File: src/rtl/wb_write_arbiter_pkg.sv
// wb_write_arbiter_pkg: shared writeback types and constants for the register-file write port
package wb_write_arbiter_pkg;
  localparam int CORE_XLEN = 32;
  localparam int NUM_REGS = 32;
  localparam logic [4:0] REG_ZERO = 5'd0;
  typedef struct packed {
    logic valid;
    logic [4:0] rd;
    logic [CORE_XLEN-1:0] data;
  } wb_req_t;
endpackage

File: src/rtl/wb_write_arbiter_if.sv
// wb_write_arbiter_if: writeback sources, issue tap, scoreboard and register-file write port
interface wb_write_arbiter_if #(parameter int XLEN = wb_write_arbiter_pkg::CORE_XLEN);
  logic pipe_valid;
  logic [4:0] pipe_rd;
  logic [XLEN-1:0] pipe_data;
  logic pipe_ready;
  logic lu_valid;
  logic [4:0] lu_rd;
  logic [XLEN-1:0] lu_data;
  logic lu_ready;
  logic issue_valid;
  logic [4:0] issue_rd;
  logic [31:0] busy_mask;
  logic reg_write;
  logic [4:0] write_reg;
  logic [XLEN-1:0] write_data;
  modport slave (
    input pipe_valid, pipe_rd, pipe_data, lu_valid, lu_rd, lu_data, issue_valid, issue_rd,
    output pipe_ready, lu_ready, busy_mask, reg_write, write_reg, write_data
  );
  modport master (
    output pipe_valid, pipe_rd, pipe_data, lu_valid, lu_rd, lu_data, issue_valid, issue_rd,
    input pipe_ready, lu_ready, busy_mask, reg_write, write_reg, write_data
  );
endinterface

File: src/rtl/wb_scoreboard.sv
// wb_scoreboard: busy bit per register awaiting a long-latency result; a same-cycle set beats clear
module wb_scoreboard
  import wb_write_arbiter_pkg::*;
(
  input  logic clk,
  input  logic reset,
  input  logic i_set,
  input  logic [4:0] i_set_rd,
  input  logic i_clr,
  input  logic [4:0] i_clr_rd,
  output logic [NUM_REGS-1:0] o_busy
);
  logic [NUM_REGS-1:0] r_busy, w_set, w_clr;
  always_comb begin
    w_set = (i_set && i_set_rd != REG_ZERO) ? NUM_REGS'(1) << i_set_rd : '0;
    w_clr = i_clr ? NUM_REGS'(1) << i_clr_rd : '0;
  end
  always_ff @(posedge clk)
    if (reset) r_busy <= '0;
    else r_busy <= (r_busy & ~w_clr) | w_set;
  assign o_busy = r_busy;
endmodule

File: src/rtl/wb_write_arbiter.sv
// wb_write_arbiter: merges pipeline and long-latency results onto one register-file write port
module wb_write_arbiter
  import wb_write_arbiter_pkg::*;
#(
  parameter int STARVE_LIMIT = 4,
  parameter int XLEN = CORE_XLEN
) (
  input logic clk,
  input logic reset,
  wb_write_arbiter_if.slave bus
);
  localparam int SW = $clog2(STARVE_LIMIT + 1);
  wb_req_t r_hold;
  logic [SW-1:0] r_starve;
  logic r_we;
  logic [4:0] r_wr;
  logic [XLEN-1:0] r_wd;
  logic w_force, w_grant_hold, w_grant_pipe, w_lu_take;
  logic [NUM_REGS-1:0] w_busy;
  wb_req_t w_win;
  always_comb begin
    w_force = r_hold.valid && r_starve == SW'(STARVE_LIMIT);
    w_grant_hold = r_hold.valid && (!bus.pipe_valid || w_force);
    w_grant_pipe = bus.pipe_valid && !w_force;
    w_win = w_grant_hold ? r_hold : {w_grant_pipe, bus.pipe_rd, bus.pipe_data};
    w_lu_take = bus.lu_valid && bus.lu_ready;
  end
  assign bus.pipe_ready = !reset && !w_force;
  assign bus.lu_ready = !reset && (!r_hold.valid || w_grant_hold);
  always_ff @(posedge clk)
    if (reset) begin
      r_hold <= '0;
      r_starve <= '0;
      r_we <= 1'b0;
      r_wr <= '0;
      r_wd <= '0;
    end else begin
      r_hold.valid <= w_lu_take || (r_hold.valid && !w_grant_hold);
      if (w_lu_take) begin
        r_hold.rd <= bus.lu_rd;
        r_hold.data <= bus.lu_data;
      end
      r_starve <= (!r_hold.valid || w_grant_hold) ? '0 : r_starve + SW'(r_starve != SW'(STARVE_LIMIT));
      r_we <= w_win.valid && w_win.rd != REG_ZERO;
      if (w_win.valid) begin
        r_wr <= w_win.rd;
        r_wd <= w_win.data;
      end
    end
  wb_scoreboard u_sb (
    .clk(clk),
    .reset(reset),
    .i_set(bus.issue_valid),
    .i_set_rd(bus.issue_rd),
    .i_clr(w_grant_hold),
    .i_clr_rd(r_hold.rd),
    .o_busy(w_busy)
  );
  assign bus.busy_mask = w_busy;
  assign bus.reg_write = r_we;
  assign bus.write_reg = r_wr;
  assign bus.write_data = r_wd;
endmodule

File: src/flat_wrapper.sv
// flat-port wrapper written by rule: the top's interface ports become plain ports
module wb_write_arbiter_flat import wb_write_arbiter_pkg::*;
#(
  parameter int STARVE_LIMIT = 4,
  parameter int XLEN = CORE_XLEN
)
  (clk, reset, bus_pipe_valid, bus_pipe_rd, bus_pipe_data, bus_lu_valid, bus_lu_rd, bus_lu_data, bus_issue_valid, bus_issue_rd, bus_pipe_ready, bus_lu_ready, bus_busy_mask, bus_reg_write, bus_write_reg, bus_write_data);
  wb_write_arbiter_if #(.XLEN(XLEN)) bus_i ();
  input logic clk;
  input logic reset;
  input wire logic [$bits(bus_i.pipe_valid)-1:0] bus_pipe_valid;
  input wire logic [$bits(bus_i.pipe_rd)-1:0] bus_pipe_rd;
  input wire logic [$bits(bus_i.pipe_data)-1:0] bus_pipe_data;
  input wire logic [$bits(bus_i.lu_valid)-1:0] bus_lu_valid;
  input wire logic [$bits(bus_i.lu_rd)-1:0] bus_lu_rd;
  input wire logic [$bits(bus_i.lu_data)-1:0] bus_lu_data;
  input wire logic [$bits(bus_i.issue_valid)-1:0] bus_issue_valid;
  input wire logic [$bits(bus_i.issue_rd)-1:0] bus_issue_rd;
  output wire logic [$bits(bus_i.pipe_ready)-1:0] bus_pipe_ready;
  output wire logic [$bits(bus_i.lu_ready)-1:0] bus_lu_ready;
  output wire logic [$bits(bus_i.busy_mask)-1:0] bus_busy_mask;
  output wire logic [$bits(bus_i.reg_write)-1:0] bus_reg_write;
  output wire logic [$bits(bus_i.write_reg)-1:0] bus_write_reg;
  output wire logic [$bits(bus_i.write_data)-1:0] bus_write_data;
  assign bus_i.pipe_valid = bus_pipe_valid;
  assign bus_i.pipe_rd = bus_pipe_rd;
  assign bus_i.pipe_data = bus_pipe_data;
  assign bus_i.lu_valid = bus_lu_valid;
  assign bus_i.lu_rd = bus_lu_rd;
  assign bus_i.lu_data = bus_lu_data;
  assign bus_i.issue_valid = bus_issue_valid;
  assign bus_i.issue_rd = bus_issue_rd;
  assign bus_pipe_ready = bus_i.pipe_ready;
  assign bus_lu_ready = bus_i.lu_ready;
  assign bus_busy_mask = bus_i.busy_mask;
  assign bus_reg_write = bus_i.reg_write;
  assign bus_write_reg = bus_i.write_reg;
  assign bus_write_data = bus_i.write_data;
  wb_write_arbiter #(.STARVE_LIMIT(STARVE_LIMIT), .XLEN(XLEN)) u_core (.clk(clk), .reset(reset), .bus(bus_i));
endmodule
File: config.mk
export PLATFORM = sky130hd
export DESIGN_NAME = wb_write_arbiter_flat
export DESIGN_NICKNAME = d
export VERILOG_FILES = /design/src/rtl/wb_write_arbiter_pkg.sv /design/src/rtl/wb_write_arbiter_if.sv /design/src/rtl/wb_scoreboard.sv /design/src/rtl/wb_write_arbiter.sv /design/src/flat_wrapper.sv
export SDC_FILE = /design/constraint.sdc
export NUM_CORES = 1
export LEC_CHECK = 0
export CAP_MARGIN = 10
export CORE_ASPECT_RATIO = 1.5
export CORE_MARGIN = 3
export CORE_UTILIZATION = 42
export DETAILED_ROUTE_END_ITERATION = 16
export PLACE_DENSITY = 0.81
export SYNTH_ARGS = -nofsm -noshare
export SYNTH_HDL_FRONTEND = slang
export SYNTH_SLANG_ARGS = --single-unit
File: constraint.sdc
create_clock -name clk -period 1.75 [get_ports clk]
set_clock_uncertainty 0.2 [all_clocks]
set_input_delay 0.2625 -clock clk [delete_from_list [all_inputs] [get_ports clk]]
set_output_delay 0.2625 -clock clk [all_outputs]
set_load 0.005 [all_outputs]
==> summary.md, run 1 <==
| Metric | Value |
|---|---|
| Status | finished with violations |
| Failing checks | setup timing |
| Max reg flops | 38 |
| Largest delay share family, worst path | flip-flops |
| Filler cells | 952 |
| Critical-path cell list | nor3b_4, inv_2, a31oi_4, buf_2 |
| Leakage | 2.44 nW |
| Die ar. | 13400 um^2 |
| Worst-path maximum fanout | 3 |
| DR pass1 iterations | 4 |
| Hold-fix buffers at CTS | 0 |
| F_max | 0.568 GHz |
| Clk Latency, worst-skew pair | 340 ps |
| Unique masters post-synth | 41 |
| Post-DP HPWL | 11600 um |
| Crit share post-route | 101% |
| Post-synth EDFFs | 0 |
| Worst path max stage delay | about 360 ps |
| Nets@finish | ~830 |
| Starting Density | 43.5% |
| Largest Register | u_core.r_hold |
| Cell count after synthesis | just under 600 |
| Rows | 48 |
| WP data arrival | 1300 ps |
| RSZ-0062 raised after global routing | yes |
| Layout area overhead | 47.4% |
| # port buffers | between 150 and 200 |
| DRT Wirelength | 16400 um |
| Total Routing Usage GR | a little under a quarter |
| Reg clk slew, reported paths | 70 ps |
| Die Y | 141 um |
| Fin crit period | 1760 ps |
| Crit end category | output port |
| WP depth | 4 |
| Worst slack at placement | -360 ps |
| Synth Flop Type | dfxtp_1 |
| Fraction of layout cells with a size suffix above 1 | 14.6% |
| Vias in the first global route | roughly 5200 |
| Final WS setup | -10.7 ps |
| Root buf cell | clkbuf_16 |
| Initial antenna violation count | 0 |
| Critical path launch point type | register |
| CTS max path bufs | 2 |
| Reg2reg path depth | 6 |
| Final hold viol count | 0 |
| VDD IR max | 0.472 mV |
| Crit-path slowest cell | dfxtp_4 |
| RePlAce Congestion | 0.869 |
| Slew Limit Fails | 0 |
| Ports | 156 |
| DR vias/cell | 5.86 |
| # setup viols final | 1 |
| DR iter-0 viols | 234 |
| Worst hold path depth | 2 |
| Worst-margin pin slew | 505 ps |
| Ratio of total power to cell area | 751 nW/um^2 |
| Routed wire per std cell | 18.2 um |
| Die X | approximately 96 um |
| Synth Warn # | 0 |
| H-Tree Level Count | 3 |
| Post-synthesis sequential area ratio | 43.9% |
| Worst Path Required | approximately 1300 ps |
| Syn Std Cell Area | 5070 um^2 |
| Buf/Inv on CP | 2 |
| Asr flop ratio synth | 0% |
| Max cap viols | 0 |
| Min Hold Slack | 269 ps |
| Max_slew headroom | 66.3% |
| Clk sinks | 111 |
| Hold WC Path Type | register to register |
| Via count | approximately 5300 |
| Total congestion overflow | 0 |
| Antenna viol nets, final | 0 |
| First-pass GRT wire length | 25100 um |
| CTS tree | done |
| DRC violations left | 0 |
| Syn avg cell area | 8.56 um^2 |
| CTS Buf Count | 9 |
| Area of the core | 11700 um^2 |
| Antenna cells | 0 |
| Largest net degree at the start of global routing | 44 |
| Setup Crit Path Kind | register to output port |
| Net count after synthesis | between 600 and 700 |
| Yosys reg bits | 111 |
==> per-layer routing <==
layer | global-route usage, % | share of wire [%] | wire (um) | vias up
li1 | - | - | - | 2529
met1 | 27.3 | 39 | 6390 | 2517
met2 | 42.0 | 52 | 8520 | 216
met3 | 4.57 | 7.4 | 1210 | 24
met4 | 6.00 | 1.8 | 292 | 0
met5 | 0 | 0 | 0 | -
==> cell usage in the layout (no fill, tap or decap), drive strengths merged, types with 3 or more instances in the layout <==
master         instances
and4b                  3
and2                   4
nand3                 38
buf                   62
o2111a                 3
a21oi                 70
nor2b                  4
nand2                107
inv                    7
a311oi                31
nand4                 37
clkdlybuf4s50        152
a2111oi                3
clkbuf                10
dfxtp                111
o211ai                74
nor3                   3
nor2                   7
==> worst reg2reg max path: stages, from the launching register on <==
cell,delay [ps]
dfxtp_2,330
nor3b_4,150
buf_4,140
buf_6,110
buf_12,130
o2111a_2,300
a311oi_2,280
==> cell usage after synthesis (2+ instances only) <==
master,instances,area share (%)
a2111oi_4,3,1.6
a21oi_1,70,6.9
a311oi_1,31,5.4
a31oi_1,2,0.25
and2_1,4,0.49
and4b_1,3,0.59
buf_2,37,3.7
buf_4,5,0.74
buf_6,3,0.67
clkbuf_1,20,1.5
clkbuf_2,4,0.40
dfxtp_1,111,44
ha_1,2,0.49
inv_1,4,0.30
nand2_1,107,7.9
nand3_1,38,3.8
nand4_1,37,4.6
nand4bb_1,2,0.44
nor2_1,7,0.52
nor2b_1,4,0.49
nor3_1,2,0.20
nor4bb_1,2,0.40
o2111a_1,3,0.67
o211ai_1,74,11
==> cell type report <==
class / count / area (um^2) / area share [%]
multi-input cells: 407 / 2610 / 34.9
well taps: 150 / 188 / 2.51
clock inverters: 6 / 53.8 / 0.720
inverters: 4 / 15.0 / 0.201
flip-flops and latches: 111 / 2230 / 29.8
repair buffers: 215 / 2150 / 28.8
clock buffers: 9 / 225 / 3.02
==> where the power goes <==
group / internal, mW / leakage (nW) / switching, mW / total (mW)
Clock: 0.985 / 0.134 / 0.967 / 1.95
Combinational: 0.512 / 1.40 / 0.425 / 0.936
Sequential: 2.65 / 0.911 / 0.0748 / 2.73
Total: 4.15 / 2.44 / 1.47 / 5.61
==> repair_timing <==
action | 4_1_cts | 5_1_grt
gates cloned | 0 | 1
setup endpoints to repair | 41 | 59
setup buffers | 2 | 3
pin swaps | 4 | 4
gates resized for setup | 20 | 21
==> kinds of logic after synthesis <==
| group | count (synthesis) | share of synthesized area [%] |
|---|---|---|
| XOR/XNOR | 1 | 0.173 |
| flip-flops | 111 | 43.9 |
| buffers and inverters | 74 | 7.31 |
| AND/OR/NAND/NOR | 215 | 21.1 |
| adder cells (fa/ha/maj) | 2 | 0.494 |
| AO/OA/AOI/OAI | 189 | 27.0 |
==> worst paths after layout <==
check / from / to / slack [ps]
max: u_core.r_starve[1] / bus_lu_ready / -10
min: u_core.r_hold[0] / u_core.r_hold[0] / 270
max reg2reg: u_core.r_starve[2] / u_core.u_sb.o_busy[29] / 20
min reg2reg: u_core.r_hold[0] / u_core.r_hold[0] / 270
==> through the flow <==
| stage | power (mW) | setup TNS, ps | instances | area, um^2 | utilization (%) |
|---|---|---|---|---|---|
| finish | 5.61 | -10.7 | 902 | 7470 | 64.1 |
| global route | 5.84 | -134 | 902 | 7470 | 64.1 |
| CTS | 5.63 | -32.1 | 898 | 7320 | 62.8 |
| detailed placement | 3.69 | -22330 | 881 | 6990 | 60.0 |
| global placement | 3.66 | -17340 | 881 | 6990 | 60.0 |
| floorplan | 3.16 | 0 | 592 | 5080 | - |
Power figures use the tool's default switching activity.
==> inputs of run 2 (changes only) <==
--- a/config.mk
+++ b/config.mk
@@ -5,11 +5,11 @@
 export SDC_FILE = /design/constraint.sdc
 export NUM_CORES = 1
 export LEC_CHECK = 0
-export CAP_MARGIN = 10
 export CORE_ASPECT_RATIO = 1.5
 export CORE_MARGIN = 3
 export CORE_UTILIZATION = 42
 export DETAILED_ROUTE_END_ITERATION = 16
+export HOLD_SLACK_MARGIN = 0.12
 export PLACE_DENSITY = 0.81
 export SYNTH_ARGS = -nofsm -noshare
 export SYNTH_HDL_FRONTEND = slang
==> results of run 2 <==
No change in the layout: final DEF, timing and power equal those of run 1.
